## config.mk

```make
export PLATFORM = sky130hd
export DESIGN_NAME = mem_arbiter
export DESIGN_NICKNAME = d
export VERILOG_FILES = /design/src/rtl/mem_arbiter.sv
export SDC_FILE = /design/constraint.sdc
export NUM_CORES = 1
export LEC_CHECK = 0
export CORE_MARGIN = 2
export CORE_UTILIZATION = 43
export CTS_BUF_LIST = sky130_fd_sc_hd__clkbuf_4 sky130_fd_sc_hd__clkbuf_8
export DETAILED_ROUTE_END_ITERATION = 6
export HOLD_SLACK_MARGIN = 0.06
export PLACE_DENSITY = 0.89
export SYNTH_ARGS = -nofsm -noshare
export SYNTH_HDL_FRONTEND = slang
export SYNTH_SLANG_ARGS = --single-unit
```

## constraint.sdc

```tcl
create_clock -name clk -period 2.25 [get_ports clk]
set_clock_uncertainty 0.05 [all_clocks]
set_input_delay 0.3375 -clock clk [delete_from_list [all_inputs] [get_ports clk]]
set_output_delay 0.3375 -clock clk [all_outputs]
set_load 0.02 [all_outputs]
```

## src/rtl/mem_arbiter.sv

```systemverilog
// rtl/mem_arbiter.sv - single-port memory arbiter sequencing IF-stage fetches and MM-stage data accesses
// Data has priority; a starvation counter forces a fetch grant after STARVE_MAX consecutive data grants.
module mem_arbiter #(
  parameter int MEM_LAT    = 2,
  parameter int STARVE_MAX = 4
) (
  input  logic        clk,
  input  logic        reset,
  input  logic        if_req,
  input  logic [31:0] if_addr,
  input  logic        if_flush,
  output logic [31:0] if_rdata,
  output logic        if_valid,
  output logic        if_stall,
  input  logic        dm_req,
  input  logic        dm_rd_wr,
  input  logic [1:0]  dm_access_size,
  input  logic [31:0] dm_addr,
  input  logic [31:0] dm_wdata,
  output logic [31:0] dm_rdata,
  output logic        dm_valid,
  output logic        dm_stall,
  output logic        mem_enable,
  output logic [31:0] mem_addr,
  output logic [31:0] mem_data_in,
  output logic [1:0]  mem_access_size,
  output logic        mem_rd_wr,
  input  logic [31:0] mem_data_out
);

  localparam logic [1:0] SZ_WORD = 2'b10;

  typedef enum logic [1:0] {IDLE, ISSUE_IF, ISSUE_DM, WAIT} state_t;

  state_t      r_state, w_next;
  logic [3:0]  r_lat, r_starve;
  logic        r_gnt_if, r_flush;
  logic        r_mem_rd_wr;
  logic [1:0]  r_mem_size;
  logic [31:0] r_mem_addr, r_mem_data_in;
  logic [31:0] r_if_rdata, r_dm_rdata;
  logic        r_if_valid, r_dm_valid;
  logic        w_gnt_if, w_gnt_dm, w_done, w_starved, w_turn;

  // The valid-pulse cycle is a turnaround: no new grant, which also blocks double issue.
  assign w_turn    = r_if_valid | r_dm_valid;
  assign w_starved = (r_starve == 4'(STARVE_MAX));

  always_comb begin
    w_next   = r_state;
    w_gnt_if = 1'b0;
    w_gnt_dm = 1'b0;
    w_done   = 1'b0;
    case (r_state)
      IDLE: begin
        if (!w_turn) begin
          if (dm_req && !(w_starved && if_req)) begin
            w_gnt_dm = 1'b1;
            w_next   = ISSUE_DM;
          end else if (if_req) begin
            w_gnt_if = 1'b1;
            w_next   = ISSUE_IF;
          end
        end
      end
      ISSUE_IF, ISSUE_DM: w_next = WAIT;
      WAIT: begin
        if (r_lat == 4'd0) begin
          w_done = 1'b1;
          w_next = IDLE;
        end
      end
      default: w_next = IDLE;
    endcase
  end

  always_ff @(posedge clk or negedge reset) begin
    if (!reset) begin
      r_state       <= IDLE;
      r_lat         <= 4'd0;
      r_starve      <= 4'd0;
      r_gnt_if      <= 1'b0;
      r_flush       <= 1'b0;
      r_mem_rd_wr   <= 1'b1;
      r_mem_size    <= 2'b00;
      r_mem_addr    <= 32'd0;
      r_mem_data_in <= 32'd0;
      r_if_rdata    <= 32'd0;
      r_dm_rdata    <= 32'd0;
      r_if_valid    <= 1'b0;
      r_dm_valid    <= 1'b0;
    end else begin
      r_state    <= w_next;
      r_if_valid <= 1'b0;
      r_dm_valid <= 1'b0;

      if (w_gnt_dm) begin
        r_mem_rd_wr   <= dm_rd_wr;
        r_mem_size    <= dm_access_size;
        r_mem_addr    <= dm_addr;
        r_mem_data_in <= dm_wdata;
        r_gnt_if      <= 1'b0;
        r_flush       <= 1'b0;
        r_lat         <= 4'(MEM_LAT);
      end else if (w_gnt_if) begin
        r_mem_rd_wr   <= 1'b1;
        r_mem_size    <= SZ_WORD;
        r_mem_addr    <= if_addr;
        r_gnt_if      <= 1'b1;
        r_flush       <= 1'b0;
        r_lat         <= 4'(MEM_LAT);
      end else if (r_state != IDLE && r_lat != 4'd0) begin
        r_lat <= r_lat - 4'd1;
      end

      if (if_flush && r_gnt_if && r_state != IDLE)
        r_flush <= 1'b1;

      // A flushed fetch still occupies memory but never reaches the pipeline.
      if (w_done) begin
        if (r_gnt_if) begin
          if (!(r_flush || if_flush)) begin
            r_if_rdata <= mem_data_out;
            r_if_valid <= 1'b1;
          end
        end else begin
          if (r_mem_rd_wr)
            r_dm_rdata <= mem_data_out;
          r_dm_valid <= 1'b1;
        end
      end

      if (!if_req || w_gnt_if)
        r_starve <= 4'd0;
      else if (w_gnt_dm && r_starve != 4'hF)
        r_starve <= r_starve + 4'd1;
    end
  end

  assign mem_enable      = (r_state == ISSUE_IF) || (r_state == ISSUE_DM);
  assign mem_addr        = r_mem_addr;
  assign mem_data_in     = r_mem_data_in;
  assign mem_access_size = r_mem_size;
  assign mem_rd_wr       = r_mem_rd_wr;
  assign if_rdata        = r_if_rdata;
  assign if_valid        = r_if_valid;
  assign dm_rdata        = r_dm_rdata;
  assign dm_valid        = r_dm_valid;
  assign if_stall        = if_req & ~r_if_valid;
  assign dm_stall        = dm_req & ~r_dm_valid;

endmodule

```

==> results of run 1 <==
sequential cells by signal (all words and copies together) (netlist names), 2 cells and up:
name,flops
if_rdata,32
dm_rdata,32
mem_addr,32
mem_access_size,2
r_starve,4
mem_data_in,32
r_state,2
r_lat,4
cell families (layout without fill, tap and decap cells):
group,count (synthesis),in the layout
flip-flops,145,145
multiplexers,133,133
buffers and inverters,30,329
adder cells (fa/ha/maj),6,6
XOR/XNOR,1,1
AND/OR/NAND/NOR,64,64
AO/OA/AOI/OAI,53,53
synthesized netlist by cell type, types with 5 or more instances:
| cell | number | area [um2] |
|---|---|---|
| mux2_4 | 30 | 450.4 |
| buf_6 | 6 | 67.56 |
| o21ai_1 | 28 | 140.1 |
| dfrtp_1 | 144 | 3603 |
| nand2_1 | 41 | 153.9 |
| nor2_1 | 9 | 33.78 |
| mux2_2 | 66 | 743.2 |
| inv_1 | 9 | 33.78 |
| mux2i_1 | 37 | 370.4 |
| buf_2 | 8 | 40.04 |
| ha_1 | 6 | 75.07 |
| clkbuf_1 | 5 | 18.77 |
| o21ai_0 | 10 | 50.05 |
metrics by stage:
| stage | area [um2] | setup WS (ns) | cells |
|---|---|---|---|
| after floorplan | 6072 | 0.4273 | 432 |
| after global placement | 9094 | 0.2732 | 878 |
| after detailed placement | 9094 | 0.2660 | 878 |
| after CTS | 9520 | 0.1353 | 911 |
| after global routing | 9520 | 0.1109 | 911 |
| final | 9520 | 0.1812 | 911 |
worst max path at each step:
stage	depth (start not counted)	slack, ns	endpoint
2_1_floorplan	9	0.43	mem_addr[10]
3_3_place_gp	5	0.27	mem_data_in[9]
3_5_place_dp	5	0.27	mem_data_in[10]
4_1_cts	2	0.14	dm_stall
5_1_grt	8	0.11	mem_addr[2]
6_report	2	0.18	dm_stall
per-layer routing:
metal / wire length [um] / vias to the layer above / track usage
li1: - / 2085 / -
met1: 5914 / 2244 / 0.2339
met2: 8439 / 190 / 0.3867
met3: 1368 / 13 / 0.08364
met4: 163 / 0 / 0.05963
met5: 0 / - / 0
critical path, stage by stage, from the launching register on:
cell and delay (ns):
dfrtp_1 0.48, nor2b_1 0.16, clkdlybuf4s50_1 0.61
what timing repair did:
| item | 4_1_cts | 5_1_grt |
|---|---|---|
| resized for setup | 1 | 0 |
| endpoints found under the hold margin | 55 | 0 |
| hold buffers | 1 | 0 |
| buffers inserted | 0 | 0 |
| endpoints found under the setup margin | 1 | 0 |
cell type report:
cell class / count / area, um2
tap: 180 / 225.2
fill: 925 / 4307
inverter: 9 / 33.78
timing repair buffer: 288 / 2928
clock buffer: 20 / 262.8
sequential: 145 / 3630
clock inverter: 12 / 155.1
multi-input combinational: 257 / 2286
report_power, final:
part	total [mW]	internal, mW	switching [mW]
Combinational	6.80	3.60	3.21
Sequential	4.63	3.87	0.754
Clock	2.14	1.15	0.984
==> metrics.cfg, run 1 <==
[yosys]
synth_flop_cell=dfrtp_1
synth_edf_count=0
synth-compound-area-share=0.05028
synthXorXnorAreaFrac=0.001442
synth_fa_ha_area_frac=0.01236
ys_ff_latch=145
ys_types=37
syn_avg_cell_area_um2=14.06
syn_inst=432
yosysWarningCount=0
synth-async-reset-ratio=1.000
synth_top_family_by_area=multiplexers
syn_nets=574
ys_seq_area_frac=0.5978
synth-simple-area-share=0.05172
synth_area_um2=6072
synth.area.mux_share=0.2576

[worst_setup_path]
regToRegSetupSlack_ns=0.24
critical_path_class=register to primary output
rr_worst_depth=7
required_ns=1.86
worstPathArrival_ns=1.68
start_kind=register
startpoint=dm_valid
r2r_start=r_lat[0]
cp_max_fo=5
end_kind=primary output
r2r_end=dm_rdata[21]

[drt]
ant_nets=0
wl_per_cell_um=17.44
routed_wl_um=15890
drcViolationCount=0
dr.pass1.iters=4
drt_iter0_markers=138
viasPerCell=4.975
vias=4532

[grt]
grt_max_degree=61
overflow=0
grt_pass1_vias=4872
antenna_found_initial=0
track_usage=0.2149
grt_pass1_wl_um=24830

[floorplan]
die_h_um=122.8
die_x_um=122.8
die-area_um2=15090
start_util=0.4391
rows=43
core_area_um2=13830
boundaryPins=272

[flow_run]
max_cap_viol_count=0

[sta]
post-route-period-util=0.9195
finalHoldViolCount=0
setup_viol=0
setup_tns_ns=0
slew_headroom=0.6205
fmax_mhz=483.4
fin_hold_ws_ns=0.3992
maxSlewViolCount=0
rsz0062_at_grt=false
min_period_ns=2.069
tightest_slew_ns=0.5693

[final_layout]
final_common_cell=clkdlybuf4s50_1
drive_gt1_frac=0.2093
mostFrequentLayoutCells=268 x clkdlybuf4s50_1, 144 x dfrtp_1, 66 x mux2_2
nets=860
fin_util=0.6885
antenna_cells_inserted=0
synthToLayoutAreaGrowth_pct=56.79

[clocking]
cts_tree=done
cts-root-buf=clkbuf_8
path_clk_slew_ns=0.08
cts_inserted_buffers=17
worstSkewPairLatency_ns=0.44
h-tree-depth=4
clkSinkCount=145
cts_buffer_depth=2

[min_path]
hold_path.class=input port to asynchronous set/reset pin

[place]
place.detailed.hpwl_um=11910
gp_congestion=0.8003
port_buffers=271

[power]
power_density_nw_per_um2=1425
ir_worst_vdd_mv=0.7285
p_total_mw=13.56
p_leak_nw=4.450

[outcome]
status=complete, no violations

(Power assumes the default switching activity.)
==> run 2, diff against run 1 <==
Settings changed: CTS_CLUSTER_DIAMETER from default to 60.
==> results of run 2 <==
No change in the layout: final DEF, timing and power equal those of run 1.
==> run 3, diff against run 2 <==
--- a/constraint.sdc
+++ b/constraint.sdc
@@ -4,2 +4,2 @@
 set_output_delay 0.3375 -clock clk [all_outputs]
-set_load 0.02 [all_outputs]
+set_load 0.005 [all_outputs]
==> run 3 against run 2 <==
  * Die area is the same
  * Routed wire length shrank 3.6%
  * Critical path depth is 1 higher
  * Combinational power decreased by 20%
  * Largest power group unchanged
  * Hold slack lost 0.019 ns
  * Critical path type unchanged
  * Highest routed layer unchanged
  * Register-to-register slack about the same
  * Global-route usage decreased by 0.74 points
  * Sequential power shrank 0.9%
==> metrics.cfg, run 3 (synthesized netlist as in run 1, its figures left out) <==
[final_layout]
nets=860  ; unchanged
synthToLayoutAreaGrowth_pct=55.70  ; was 56.79%
fill_cells=949  ; was 925
antenna_cells_inserted=0  ; unchanged
fin_util=0.6837  ; was 0.6885
stdcell_area_um2=9454  ; was 9520 um2
final_common_cell=clkdlybuf4s50_1  ; unchanged
drive_gt1_frac=0.2058  ; was 0.2093
instances_no_fill=909  ; was 911
mostFrequentLayoutCells=270 x clkdlybuf4s50_1, 144 x dfrtp_1, 66 x mux2_2  ; was 268 x clkdlybuf4s50_1, 144 x dfrtp_1, 66 x mux2_2

[worst_setup_path]
path_cells=inv_1 -> ha_1 -> clkdlybuf4s50_1  ; was nor2b_1 -> clkdlybuf4s50_1
required_ns=1.86  ; about the same
crit_path_end=mem_enable  ; was dm_stall
rr_worst_depth=7  ; unchanged
crit_cells=3  ; was 2
end_kind=primary output  ; unchanged
worst-path-buf-inv=2  ; was 1
cp_slowest_cell=clkdlybuf4s50_1  ; unchanged
r2r_start=r_lat[0]  ; unchanged
start_kind=register  ; unchanged
critPathMaxStageDelay_ns=0.55  ; was 0.61 ns
crit_family=buffers and inverters  ; unchanged
critical_path_class=register to primary output  ; unchanged
r2r_end=dm_rdata[13]  ; was dm_rdata[21]
cp_max_fo=3  ; was 5
regToRegSetupSlack_ns=0.24  ; about the same
worstPathArrival_ns=1.72  ; was 1.68 ns
startpoint=r_state[0]  ; was dm_valid

[grt]
grt_pass1_vias=4762  ; was 4872
overflow=0  ; unchanged
antenna_found_initial=0  ; unchanged
grt_max_degree=61  ; unchanged
grt_pass1_wl_um=24010  ; was 24830 um
track_usage=0.2075  ; was 0.2149

[drt]
wl_per_cell_um=16.85  ; was 17.44 um
ant_nets=0  ; unchanged
dr.pass1.iters=4  ; unchanged
vias=4478  ; was 4532
drcViolationCount=0  ; unchanged
viasPerCell=4.926  ; was 4.975
drt_iter0_markers=155  ; was 138
routed_wl_um=15320  ; was 15890 um

[clocking]
cts_tree=done  ; unchanged
cts_resized=0  ; was 1
post_cts_buffers=0  ; unchanged
cts_inserted_buffers=17  ; unchanged
worstSkewPairLatency_ns=0.42  ; was 0.44 ns
path_clk_slew_ns=0.07  ; was 0.08 ns
h-tree-depth=4  ; unchanged
clkSinkCount=145  ; unchanged
cts-root-buf=clkbuf_8  ; unchanged
cts_hold_buf=1  ; unchanged
cts_buffer_depth=2  ; unchanged

[floorplan]
die_x_um=122.8  ; unchanged
start_util=0.4391  ; unchanged
die_h_um=122.8  ; unchanged
die-area_um2=15090  ; unchanged
boundaryPins=272  ; unchanged
core_area_um2=13830  ; unchanged
rows=43  ; unchanged

[sta]
fin_hold_ws_ns=0.3800  ; was 0.3992 ns
slew_headroom=0.6884  ; was 0.6205
setup_ws_ns=0.1390  ; was 0.1812 ns
post-route-period-util=0.9382  ; was 0.9195
maxSlewViolCount=0  ; unchanged
tightest_slew_ns=0.4626  ; was 0.5693 ns
min_period_ns=2.111  ; was 2.069 ns
setup_viol=0  ; unchanged
setup_tns_ns=0  ; unchanged
rsz0062_at_grt=false  ; unchanged
finalHoldViolCount=0  ; unchanged
fmax_mhz=473.7  ; was 483.4 MHz

[flow_run]
max_cap_viol_count=0  ; unchanged

[place]
dpl_worst_slack_ns=0.1768  ; was 0.2660 ns
placed_area_um2=9096  ; was 9094 um2
placed_cells=878  ; unchanged
gp_congestion=0.8287  ; was 0.8003
place.detailed.hpwl_um=11530  ; was 11910 um
port_buffers=271  ; unchanged

[min_path]
hold_path.class=input port to asynchronous set/reset pin  ; unchanged

[power]
p_total_mw=11.86  ; was 13.56 mW
p_leak_nw=4.436  ; was 4.450 nW
power_density_nw_per_um2=1255  ; was 1425 nW/um2
ir_worst_vdd_mv=0.6459  ; was 0.7285 mV

[outcome]
status=complete, no violations  ; unchanged

run 3: worst reg2reg max path: cells and delay by family (launching register included):
family | cells | cell delay (ns)
adder cells (fa/ha/maj) | 1 | 0.15
buffers and inverters | 2 | 0.29
AND/OR/NAND/NOR | 3 | 0.63
multiplexers | 1 | 0.36
flip-flops | 1 | 0.41
run 3: layer usage:
| layer | part of all wire | global-route usage | vias to the layer above |
|---|---|---|---|
| met5 | 0 | 0 | - |
| met4 | 0.014 | 0.06825 | 0 |
| met3 | 0.083 | 0.07017 | 16 |
| met2 | 0.52 | 0.3626 | 185 |
| met1 | 0.39 | 0.2380 | 2198 |
| li1 | - | - | 2079 |
run 3: area by class of cell:
class,instances,area [um2],share of cell area
multi-input combinational,257,2286,0.2418
clock inverter,7,62.56,0.006617
tap,180,225.2,0.02382
sequential,145,3630,0.3839
inverter,9,33.78,0.003573
clock buffer,23,285.3,0.03017
timing repair buffer,288,2932,0.3101
run 3: report_power, final:
| group | leakage, nW | switching, mW | internal, mW |
|---|---|---|---|
| sequential | 1.80 | 0.720 | 3.87 |
| clock | 0.186 | 0.910 | 0.943 |
| combinational | 2.45 | 1.81 | 3.61 |
run 3: worst min path at each step:
stage / startpoint / end / depth (start not counted)
floorplan: reset / dm_rdata[0] / 0
global placement: reset / dm_rdata[25] / 1
detailed placement: reset / dm_rdata[27] / 1
CTS: reset / dm_rdata[27] / 2
global route: reset / dm_rdata[25] / 2
finish: reset / dm_rdata[21] / 2
==> patch: new RTL, flow settings as in run 3 <==
Make the reset (`reset`) synchronous in one clocked block.
--- a/src/rtl/mem_arbiter.sv
+++ b/src/rtl/mem_arbiter.sv
@@ -76,3 +76,3 @@
 
-  always_ff @(posedge clk or negedge reset) begin
+  always_ff @(posedge clk) begin
     if (!reset) begin
Behaviour: differs if reset is asserted again (counterexample within 4 cycles, from zero or initial values and one cycle with reset low); with reset held inactive, the same outputs for 10 cycles.
==> patch against run 3 <==
- sequential share of layout area down 6.3 points
- design area down 4.3%
- maximum frequency down 0.26%
- register-to-register slack worse by 90 ps
- total power down 31%
- routed wire length up 18%
- sequential cell count unchanged
- critical endpoint unchanged
- setup slack worse by 5.4 ps
- area after synthesis down 5.5%
==> patch: results (changes against run 3) <==
Yosys
  • Syn Nets: 875 (+52%)
  • Xor/xnor share of the synthesized area: 0.305% (+0.16 points)
  • Top post-synthesis cells by area: dfxtp_1 51%, nand2_1 13%, a21oi_1 12%
  • Sequential fraction of the synthesis area: 50.6% (-9.2 points)
  • Post-synth top cells: 199 x nand2_1, 145 x dfxtp_1, 133 x a21oi_1
  • Asr flop ratio synth: 0% (-100 points)
  • Count of cell types in the netlist: 39 (+5.4%)
  • Ys Warns: 0 (unchanged)
  • Adder-cell area share of the yosys netlist: 1.31% (+0.073 points)
  • Compound-Gate Fraction of Synth Area: 21.5% (+16 points)
  • Post-synth top flop: dfxtp_1
  • Mux contribution to synthesized area: 0.371% (-25 points)

Run status
  • Status: completed

GRT
  • Largest net degree at the start of global routing: 73 (+20%)
  • Vias in the first global route: 5793 (+22%)
  • First-pass GRT wire length: 28400 um (+18%)
  • Total GRT Usage: 24.6% (+3.9 points)
  • Antenna violations before repair: 0 (unchanged)

Final layout
  • # diodes: 0 (unchanged)
  • Nets: 1131 (+32%)
  • Share of layout cells above drive strength 1: 6.29% (-14 points)

Routing
  • Met1 WL: 7290 um (+23%)
  • Met3 routed wirelength: 1500 um (+19%)
  • Drt wl/cell: 15.3 um (-9.3%)
  • DRC marker count from the first detailed-route iteration: 446 (+190%)
  • Detail Route met2 WL: 8720 um (+10%)
  • Top Layer Used: met4
  • Via/cell ratio: 5.20 (+5.6%)
  • First-pass DRT Iterations: 7 (+3)

Setup path
  • Critical-path maximum fanout: 3 (unchanged)
  • CP delay by family, top: buffers and inverters
  • Crit path largest cell delay: 530 ps (-20 ps)
  • R2R cell count: 6 (-1)
  • Critical Path AT: 1730 ps
  • Slowest CP cell: clkdlybuf4s50_1

Placement
  • Port Buffer Count: 271 (unchanged)
  • Routability cong.: 0.875 (+5.6%)
  • DP HPWL: 12200 um (+6.2%)

Power and ir drop
  • Leakage: 3.19 nW (-28%)
  • Clk pwr share: 26.6% (+11 points)
  • Combinational power share: 33.6% (-12 points)
  • Int Power: 0.00562 W (-33%)
  • Max VDD drop: 790 uV (+22%)

Clocking
  • Clk_lat worst skew: 440 ps (+20 ps)
  • Post-CTS setup buffer count: 0 (unchanged)
  • Reg clk slew, reported paths: 90 ps (+20 ps)
  • # H-tree levels: 4 (unchanged)
  • Post-cts gate resize count: 0 (unchanged)
  • Root buf cell: clkbuf_8
  • Total CTS buffers: 17 (unchanged)
  • CTS Buffer Depth: 2 (unchanged)

Hold path
  • Hold Path Depth: 3
  • Worst Hold Class: in -> reg

STA
  • Slew @ Worst Pin: 815 ps (+353 ps)
[patch: tightest hold or removal path, delay by kind of cell]
| kind | cells | cell delay [ps] |
|---|---|---|
| buffers and inverters | 1 | 390 |
| and+or+nand+nor | 1 | 50 |
| AOI/OAI and AO/OA | 1 | 50 |
[patch: layout make-up]
cell class,count,area (um^2)
clock inverter,11,153
tap,176,220
timing repair buffer,292,2900
fill,1063,4090
inverter,10,38.8
multi-input combinational,523,2560
clock buffer,21,270
sequential,145,2900
[patch: logic make-up (layout without fill, tap and decap cells)]
kind of cell	Yosys count	count (layout)
adder cells (fa/ha/maj)	6	6
XOR/XNOR	2	2
AND/OR/NAND/NOR	273	274
buffers and inverters	66	334
AO/OA/AOI/OAI	239	239
multiplexers	2	2
flip-flops	145	145
[patch: per-layer routing]
metal	vias to the layer above	global-route usage, %
li1	2962	-
met1	2848	29.8
met2	277	41.3
met3	41	7.56
met4	0	9.19
met5	-	0
[patch: per-stage QoR]
step | instance area [um^2] | total power [W] | hold slack (ps) | std cells | worst slack, ps
2_1_floorplan | 5740 | 0.00455 | 403 | 733 | 421
3_3_place_gp | 8610 | 0.00596 | 390 | 1145 | 192
3_5_place_dp | 8610 | 0.00601 | 396 | 1145 | 151
4_1_cts | 9040 | 0.00821 | 363 | 1177 | 105
5_1_grt | 9040 | 0.00865 | 374 | 1178 | 22.8
6_report | 9040 | 0.00820 | 386 | 1178 | 134
[patch: path summary, 6_finish.rpt]
path,from,endpoint,slack [ps]
worst min register to register,mem_data_in[19],mem_data_in[19],400
worst max register to register,r_state[0],mem_addr[13],150
worst min-delay path,dm_wdata[22],mem_data_in[22],390
worst max-delay path,r_state[0],mem_enable,130
